File: src/rtl/writeback_merger_pkg.sv
// Shared widths and the queued write-back entry layout.
// Used by the write-back merger top and its load-result queue.
// No logic here.
package writeback_merger_pkg;

  localparam int REG_W  = 5;
  localparam int DATA_W = 32;

  // One queued load result; valid drops when a younger ALU write kills it.
  typedef struct packed {
    logic              valid;
    logic              float;
    logic [REG_W-1:0]  addr;
    logic [DATA_W-1:0] data;
  } wb_entry_t;

endpackage

File: src/rtl/wb_queue.sv
// In-order load-result queue with per-entry kill and pending-register decode.
// Latency: pushed entry is visible at the head the cycle after the push.
// Backpressure: caller must not push when full unless it pops in the same cycle.
module wb_queue
  import writeback_merger_pkg::*;
#(
  parameter int DEPTH = 4
) (
  input  logic                       clk,
  input  logic                       reset,
  input  logic                       push,
  input  wb_entry_t                  push_entry,
  input  logic                       pop,
  input  logic                       kill,
  input  logic                       kill_float,
  input  logic [REG_W-1:0]           kill_addr,
  output wb_entry_t                  head,
  output logic [$clog2(DEPTH):0]     count,
  output logic                       empty,
  output logic                       full,
  output logic [31:0]                pending_int,
  output logic [31:0]                pending_fp
);

  localparam int PW = $clog2(DEPTH);
  localparam int CW = PW + 1;

  wb_entry_t         slots [DEPTH];
  logic [PW-1:0]     rd_ptr;
  logic [PW-1:0]     wr_ptr;

  assign head  = slots[rd_ptr];
  assign empty = (count == '0);
  assign full  = (count == CW'(DEPTH));

  // Storage and pointers: kill matching entries, retire the head, append the tail.
  // Push is applied last so a full-queue push+pop onto the same slot keeps the new entry.
  always_ff @(posedge clk) begin
    if (reset) begin
      for (int i = 0; i < DEPTH; i++) slots[i] <= '0;
      rd_ptr <= '0;
      wr_ptr <= '0;
      count  <= '0;
    end else begin
      for (int i = 0; i < DEPTH; i++) begin
        if (kill && slots[i].float == kill_float && slots[i].addr == kill_addr)
          slots[i].valid <= 1'b0;
      end
      if (pop) begin
        slots[rd_ptr].valid <= 1'b0;
        rd_ptr <= rd_ptr + 1'b1;
      end
      if (push) begin
        slots[wr_ptr] <= push_entry;
        wr_ptr <= wr_ptr + 1'b1;
      end
      case ({push, pop})
        2'b10:   count <= count + 1'b1;
        2'b01:   count <= count - 1'b1;
        default: count <= count;
      endcase
    end
  end

  // Pending bitmaps: OR of every still-valid entry, split by register file.
  always_comb begin
    pending_int = '0;
    pending_fp  = '0;
    for (int i = 0; i < DEPTH; i++) begin
      if (slots[i].valid) begin
        if (slots[i].float) pending_fp[slots[i].addr]  = 1'b1;
        else                pending_int[slots[i].addr] = 1'b1;
      end
    end
  end

endmodule

File: src/rtl/writeback_merger.sv
// Merges ALU and load write-backs onto the integer and float register-file ports.
// Latency: 1 cycle best case; queued loads wait behind older loads and ALU port use.
// Backpressure: stall when queue count >= DEPTH-1; loads arriving at a full queue are dropped (sticky overflow).
module writeback_merger
  import writeback_merger_pkg::*;
#(
  parameter int DEPTH = 4
) (
  input  logic              clk,
  input  logic              reset,
  input  logic              alu_enable,
  input  logic [REG_W-1:0]  alu_addr,
  input  logic [DATA_W-1:0] alu_data,
  input  logic              alu_float,
  input  logic              mem_enable,
  input  logic [REG_W-1:0]  mem_addr,
  input  logic [DATA_W-1:0] mem_data,
  input  logic              mem_float,
  output logic              int_we,
  output logic [REG_W-1:0]  int_addr,
  output logic [DATA_W-1:0] int_data,
  output logic              fp_we,
  output logic [REG_W-1:0]  fp_addr,
  output logic [DATA_W-1:0] fp_data,
  output logic              stall,
  output logic [31:0]       pending_int,
  output logic [31:0]       pending_fp,
  output logic              overflow
);

  localparam int CW = $clog2(DEPTH) + 1;

  logic          alu_ok, mem_live;
  logic          int_busy, fp_busy;
  logic          push, pop, drop;
  wb_entry_t     head, ld, mem_entry;
  logic [CW-1:0] count;
  logic          empty, full;

  // Integer $0 is never written; a same-cycle ALU write to the same register
  // is younger than the load, so the load is simply dropped.
  assign alu_ok   = alu_enable && (alu_float || alu_addr != '0);
  assign mem_live = mem_enable && (mem_float || mem_addr != '0) &&
                    !(alu_ok && alu_float == mem_float && alu_addr == mem_addr);
  assign int_busy = alu_ok && !alu_float;
  assign fp_busy  = alu_ok && alu_float;
  assign mem_entry = '{valid: 1'b1, float: mem_float, addr: mem_addr, data: mem_data};
  assign stall     = (count >= CW'(DEPTH - 1));

  // Load-slot arbitration: one candidate per cycle (head if any, else incoming).
  // ld.valid doubles as the load write strobe for the chosen file.
  always_comb begin
    ld   = '0;
    push = 1'b0;
    pop  = 1'b0;
    drop = 1'b0;
    if (!empty) begin
      if (!head.valid) begin
        pop = 1'b1;
      end else if (!(head.float ? fp_busy : int_busy)) begin
        pop = 1'b1;
        ld  = head;
      end
      if (mem_live) begin
        if (full && !pop) drop = 1'b1;
        else              push = 1'b1;
      end
    end else if (mem_live) begin
      if (mem_float ? fp_busy : int_busy) push = 1'b1;
      else                                ld   = mem_entry;
    end
  end

  wb_queue #(.DEPTH(DEPTH)) u_queue (
    .clk         (clk),
    .reset       (reset),
    .push        (push),
    .push_entry  (mem_entry),
    .pop         (pop),
    .kill        (alu_ok),
    .kill_float  (alu_float),
    .kill_addr   (alu_addr),
    .head        (head),
    .count       (count),
    .empty       (empty),
    .full        (full),
    .pending_int (pending_int),
    .pending_fp  (pending_fp)
  );

  // Registered write ports: ALU owns a file's port when active, else the load slot; idle ports read as zero.
  always_ff @(posedge clk) begin
    if (reset) begin
      int_we   <= 1'b0;
      int_addr <= '0;
      int_data <= '0;
      fp_we    <= 1'b0;
      fp_addr  <= '0;
      fp_data  <= '0;
      overflow <= 1'b0;
    end else begin
      int_we   <= 1'b0;
      int_addr <= '0;
      int_data <= '0;
      fp_we    <= 1'b0;
      fp_addr  <= '0;
      fp_data  <= '0;
      if (int_busy) begin
        int_we   <= 1'b1;
        int_addr <= alu_addr;
        int_data <= alu_data;
      end else if (ld.valid && !ld.float) begin
        int_we   <= 1'b1;
        int_addr <= ld.addr;
        int_data <= ld.data;
      end
      if (fp_busy) begin
        fp_we   <= 1'b1;
        fp_addr <= alu_addr;
        fp_data <= alu_data;
      end else if (ld.valid && ld.float) begin
        fp_we   <= 1'b1;
        fp_addr <= ld.addr;
        fp_data <= ld.data;
      end
      if (drop) overflow <= 1'b1;
    end
  end

endmodule

File: config.mk
export PLATFORM = sky130hd
export DESIGN_NAME = writeback_merger
export DESIGN_NICKNAME = d
export VERILOG_FILES = /design/src/rtl/writeback_merger_pkg.sv /design/src/rtl/wb_queue.sv /design/src/rtl/writeback_merger.sv
export SDC_FILE = /design/constraint.sdc
export NUM_CORES = 1
export LEC_CHECK = 0
export ABC_AREA = 1
export BUFFER_PORTS_ARGS = -buffer_cell sky130_fd_sc_hd__buf_2
export CAP_MARGIN = 5
export CORE_MARGIN = 2
export CORE_UTILIZATION = 43
export CTS_BUF_LIST = sky130_fd_sc_hd__clkbuf_8
export CTS_CLUSTER_SIZE = 20
export DETAILED_ROUTE_END_ITERATION = 7
export GPL_ROUTABILITY_DRIVEN = 0
export PLACE_DENSITY = 0.73
export SLEW_MARGIN = 10
export SYNTH_ARGS = -nofsm -noshare
export SYNTH_HDL_FRONTEND = slang
export SYNTH_SLANG_ARGS = --single-unit
File: constraint.sdc
create_clock -name clk -period 2.7 [get_ports clk]
set_input_delay 0.27 -clock clk [delete_from_list [all_inputs] [get_ports clk]]
set_output_delay 0.27 -clock clk [all_outputs]
set_load 0.01 [all_outputs]
# After elaboration in Yosys (flattened, before gate mapping)
# Memory sizes are Yosys's and may differ from the RTL's. A register that Yosys moved wholly into a read port is not among the register bits.
# Cells that the tools add are included.
# word_totals
wordCells	161
n_memories	1
input_bits	80
register_bits	84
ram_bits	156
output_inout_bits	142
# memory_table
memory	depth	width	read_ports	rd_ports_with_merged_regs	wr	line_no	rtl
u_queue.slots	4	39	5	1	6	wb_queue.sv:28	wb_entry_t slots [DEPTH];
# classes
eq_ne	13
bitwise_logic	10
muxes	82
n_reduce_logical	32
add_sub_neg	4
n_lt_le_gt_ge	9
# op_table
cell	n
$mux W32	20
$mux W39	5
$or A32 B32 Y32	6
$mux W1	46
$eq A5 B5 Y1	5
$lt A5 B6 Y1 const B	4
$logic_and A1 B1 Y1	22
$demux W1 S5	4
$ge A5 B1 Y1 const B	4
$mux W5	4
$reduce_bool A5 Y1	2
$pmux W3 S2	1
$eq A1 B1 Y1	5
$add A2 B1 Y2 const B	2
$logic_not A1 Y1	4
$mux W2	2
$or A1 B1 Y1	4
$add A3 B1 Y3 const B	1
$eq A3 B3 Y1 const B	1
$ge A3 B2 Y1 const B	1
$logic_not A3 Y1	1
$sub A3 B1 Y3 const B	1
$eq A2 B1 Y1 const B	1
$eq A2 B2 Y1 const B	1
2 further kinds	3

# Logic depth before layout (Yosys ltp)
# logic_depth
ltp_word	16
ltp_mapped	17
depth_no_buf	16

# Cells and area by module
# From an unflattened synthesis, not the netlist that was laid out.
# hier_totals
hier_cells	2024
hier_area_um2	14248.7
# modules_own_cells
mod	instances	cells_each	seq_area_each_um2	area_per_inst_um2
wb_queue	1	1499	4864.7	10525.1
writeback_merger	1	525	1541.5	3723.6

# Worst setup path after synthesis
# Ideal clock, no wire load.
# synth_timing
kind	input-to-reg
start	input alu_float
end	memory u_queue.slots[2][0] (netlist name) (enable)
arrival_ns	2.251
path_slack_ns	0.053
stages	11
required_ns	2.304
path_buffers	2
cell_sequence	buf_2 nor2_1 nand3_1 nand3_2 inv_1 nand2_1 nand3_2 nor2_8 nand3_4 buf_6 nand2_1
# synth_lines
item	line_no	rtl
start: declaration	writeback_merger.sv:14	input logic alu_float,
end: declaration	wb_queue.sv:28	

==> reports/metrics.yaml <==
floorplan:
  floorplan.die_area_um2: 32600
  core_area_um2: 30700
  io_pins: 222
  initial_core_util: 0.437
  fp.dieH_um: 181
  core.rowCount: 64
  die_x_um: 181
timing:
  fmax_mhz: 369
  slew-limit-headroom: 0.442
  hold_viol: 0
  final_max_slew_viol_count: 0
  skew_ns: 0.0332
  setup_violations: 1
  fin_crit_sh: 1.00
  rsz0062_at_grt: "true"
  min_period_ns: 2.71
  setup_slack_ns: -0.00992
  fin_setup_tns_ns: -0.00992
  worstMarginPinSlew_ns: 0.836
worst_setup_path:
  cp-start-kind: "flip-flop"
  crit_fanout: 22
  critPathLaunch: "u_queue.slots[3][37]$_SDFFCE_PN0P_"
  crit_type: "reg -> out"
  arrival_ns: 2.44
  critPathCaptureType: "output port"
  rrSetupSlack_ns: 0.29
  crit_chain: "nor2_1 > inv_1 > buf_4 > o2111ai_1 > buf_2"
  crit_path_top_delay_cell: "edfxtp_1"
  cp.required_ns: 2.43
  path_buf_inv: 3
  crit_family: "buffers and inverters"
  max_stage_delay_ns: 0.48
logic_synthesis:
  syn_inst: 1708
  yosysUniqueCellTypes: 42
  synth_top_area_frac: 0.340
  avgSynthCellArea_um2: 7.85
  syn_nets: 1798
  netlist_area_um2: 13400
  synth_area_leaders: "edfxtp_1, dfxtp_1, nor2_1"
  synth_top_cell_by_area: "edfxtp_1"
  yosysSeqAreaShare: 0.475
  yosys_warnings: 0
  ys_ff_latch: 242
routing:
  drt_pass1_iterations: 7
  highest_layer: "met5"
  drt-total-wl_um: 45200
  drc_errors: 0
  wl_per_cell_um: 19.0
  met3WireLength_um: 5830
  vias: 13699
  m1WireLength_um: 17500
  avgViaCountPerCell: 5.76
  ant_nets: 0
  drt_iter0_drc: 1848
  routed-wl-met2_um: 20100
grt:
  grt_overflow: 0
  antenna_found_initial: 3
  grt_max_degree: 65
  grt_usage: 0.266
  grt_pass1_vias: 13113
  grt_pass1_wl_um: 70000
finish:
  drive_above_1_share: 0.191
  area_growth_pct: 20.0
  fin_area_um2: 16100
  layout.nets: 2040
power:
  power_density_nw_per_um2: 725
  finalPower_mw: 11.7
  peakVddDrop_uv: 464
  p_leak_nw: 7.02
clock_network:
  cts_buffers: 40
  clockRootBuffer: "clkbuf_8"
  cts_tree: "yes"
  clk_latency_ns: 0.56
  cts_buffer_depth: 3
  post-cts-setup-buffer-count: 0
  htreeDepth: 2
  clock-sinks: 242
  clkTransAtPathRegs_ns: 0.06
place:
  dp_hpwl_um: 29200
  io_buffers: 221
  placed_cell_area_um2: 14900
status:
  outcome: "finished, violations left"
  violations: "setup timing"
flow_run:
  drv_cap: 0
worst_hold_path:
  min-delay-start: "alu_data[3]"
  hp-class: "in -> reg"
state kept, by name (all words and copies together) (netlist names), named ones only:
register,count
int_addr,5
u_queue.rd_ptr,2
fp_data,32
overflow,1
u_queue.wr_ptr,2
u_queue.slots,156
u_queue.count,3
int_we,1
fp_we,1
int_data,32
fp_addr,5
per-layer routing:
metal | up-vias | global-route usage
met4 | 4 | 0.115
li1 | 6231 | -
met2 | 989 | 0.412
met5 | - | 0
met1 | 6279 | 0.352
met3 | 196 | 0.0711
cell type report:
cell class              count  area (um^2)
clock inverters            28          163
multi-input cells        1234         5990
repair buffers            316         1980
flip-flops and latches    242         6370
fillers                  2860        14600
clock buffers              46          633
well taps                 396          495
repair inverters            1         7.51
inverters                 115          444
diodes                      1         2.50
logic make-up (layout without fill, tap and decap cells):
kind of cell	count (synthesis)	after routing	synth area share
other	0	1	0
and+or+nand+nor	887	887	0.272
buffers and inverters	232	506	0.0824
xor gates and xnor gates	21	21	0.0137
adders and majority gates	10	10	0.00989
AOI/OAI and AO/OA	316	316	0.147
DFF	242	242	0.475
worst reg2reg max path: stages, from the launching register on:
cell     delay, ns
dfxtp_1       0.38
inv_1         0.18
nand3_1       0.13
nand2_1       0.08
inv_1         0.09
nand4_2       0.14
inv_2         0.14
nor2_8        0.04
inv_1         0.05
ha_1          0.14
inv_1         0.07
fa_1          0.37
a21oi_1       0.15
o21ai_0       0.12
o21ai_0       0.17
a21oi_1       0.05
final timing paths:
check | cells past startpoint | to
hold / removal | 3 | fp_data[3]$_SDFF_PP0_
setup reg to reg | 15 | u_queue.count[2]$_SDFFE_PP0P_
setup / recovery | 5 | pending_int[16]
hold reg to reg | 1 | u_queue.count[0]$_SDFFE_PP0P_
cells in the mapped netlist, drive strengths merged:
| master | number |
|---|---|
| clkbuf | 65 |
| o211ai | 20 |
| ha | 9 |
| a31oi | 4 |
| a211o | 2 |
| dfxtp | 90 |
| fa | 1 |
| nand2 | 363 |
| nand3b | 1 |
| o22ai | 36 |
| a21oi | 70 |
| o21ai | 90 |
| o2111ai | 26 |
| clkinv | 5 |
| xnor2 | 9 |
| nand4 | 4 |
| or2 | 1 |
| a32oi | 2 |
| a221oi | 3 |
| a41oi | 1 |
| nor2 | 368 |
| inv | 110 |
| o221ai | 8 |
| a21boi | 35 |
| xor2 | 12 |
| nor3 | 30 |
| nand3 | 120 |
| edfxtp | 152 |
| a22oi | 17 |
| buf | 52 |
| a211oi | 2 |
stage by stage:
step / hold slack [ns] / utilization / setup slack [ns] / instances
3_3_place_gp: 0.463 / 0.486 / 0.258 / 2272
2_1_floorplan: 0.419 / - / 0.0533 / 1708
4_1_cts: 0.0115 / 0.523 / -0.0145 / 2377
6_report: 0.0315 / 0.525 / -0.00992 / 2379
5_1_grt: 0.0245 / 0.525 / -0.0626 / 2379
3_5_place_dp: 0.471 / 0.486 / 0.243 / 2272
power by group:
part           switching, mW  total [mW]  internal (mW)
registers              0.219        4.55           4.33
logic                   2.72        3.90           1.18
clock network           1.53        3.21           1.68
total                   4.48        11.7           7.18
placed cells by master, fill, tap and decap left out, types with 3 or more instances in the layout:
| master | instances |
|---|---|
| nand2_1 | 357 |
| o21ai_0 | 90 |
| nor2_1 | 365 |
| clkinvlp_4 | 4 |
| o221ai_1 | 8 |
| o22ai_1 | 36 |
| xnor2_1 | 9 |
| clkinv_2 | 6 |
| nand3_4 | 4 |
| xor2_1 | 12 |
| clkbuf_8 | 46 |
| a31oi_1 | 4 |
| nand2_2 | 6 |
| nand4_1 | 3 |
| a21oi_1 | 70 |
| a21boi_0 | 19 |
| dlygate4sd3_1 | 31 |
| clkinv_1 | 4 |
| buf_2 | 221 |
| a21boi_1 | 16 |
| o211ai_1 | 20 |
| a22oi_1 | 17 |
| nor3_2 | 6 |
| nand3_1 | 110 |
| inv_1 | 122 |
| ha_1 | 9 |
| buf_12 | 7 |
| edfxtp_1 | 152 |
| a221oi_1 | 3 |
| inv_2 | 4 |
| dfxtp_1 | 89 |
| nor3_1 | 23 |
| o2111ai_1 | 26 |
| buf_4 | 57 |
| nand3_2 | 6 |
repair_timing:
item                                   CTS  global route
setup endpoints to repair                5            45
hold buffers                            31             0
pin swaps                                0             0
gates cloned                             0             1
gates resized for setup                  2            13
endpoints found under the hold margin   31             0
Note: power is estimated with default switching activity, not from simulation.
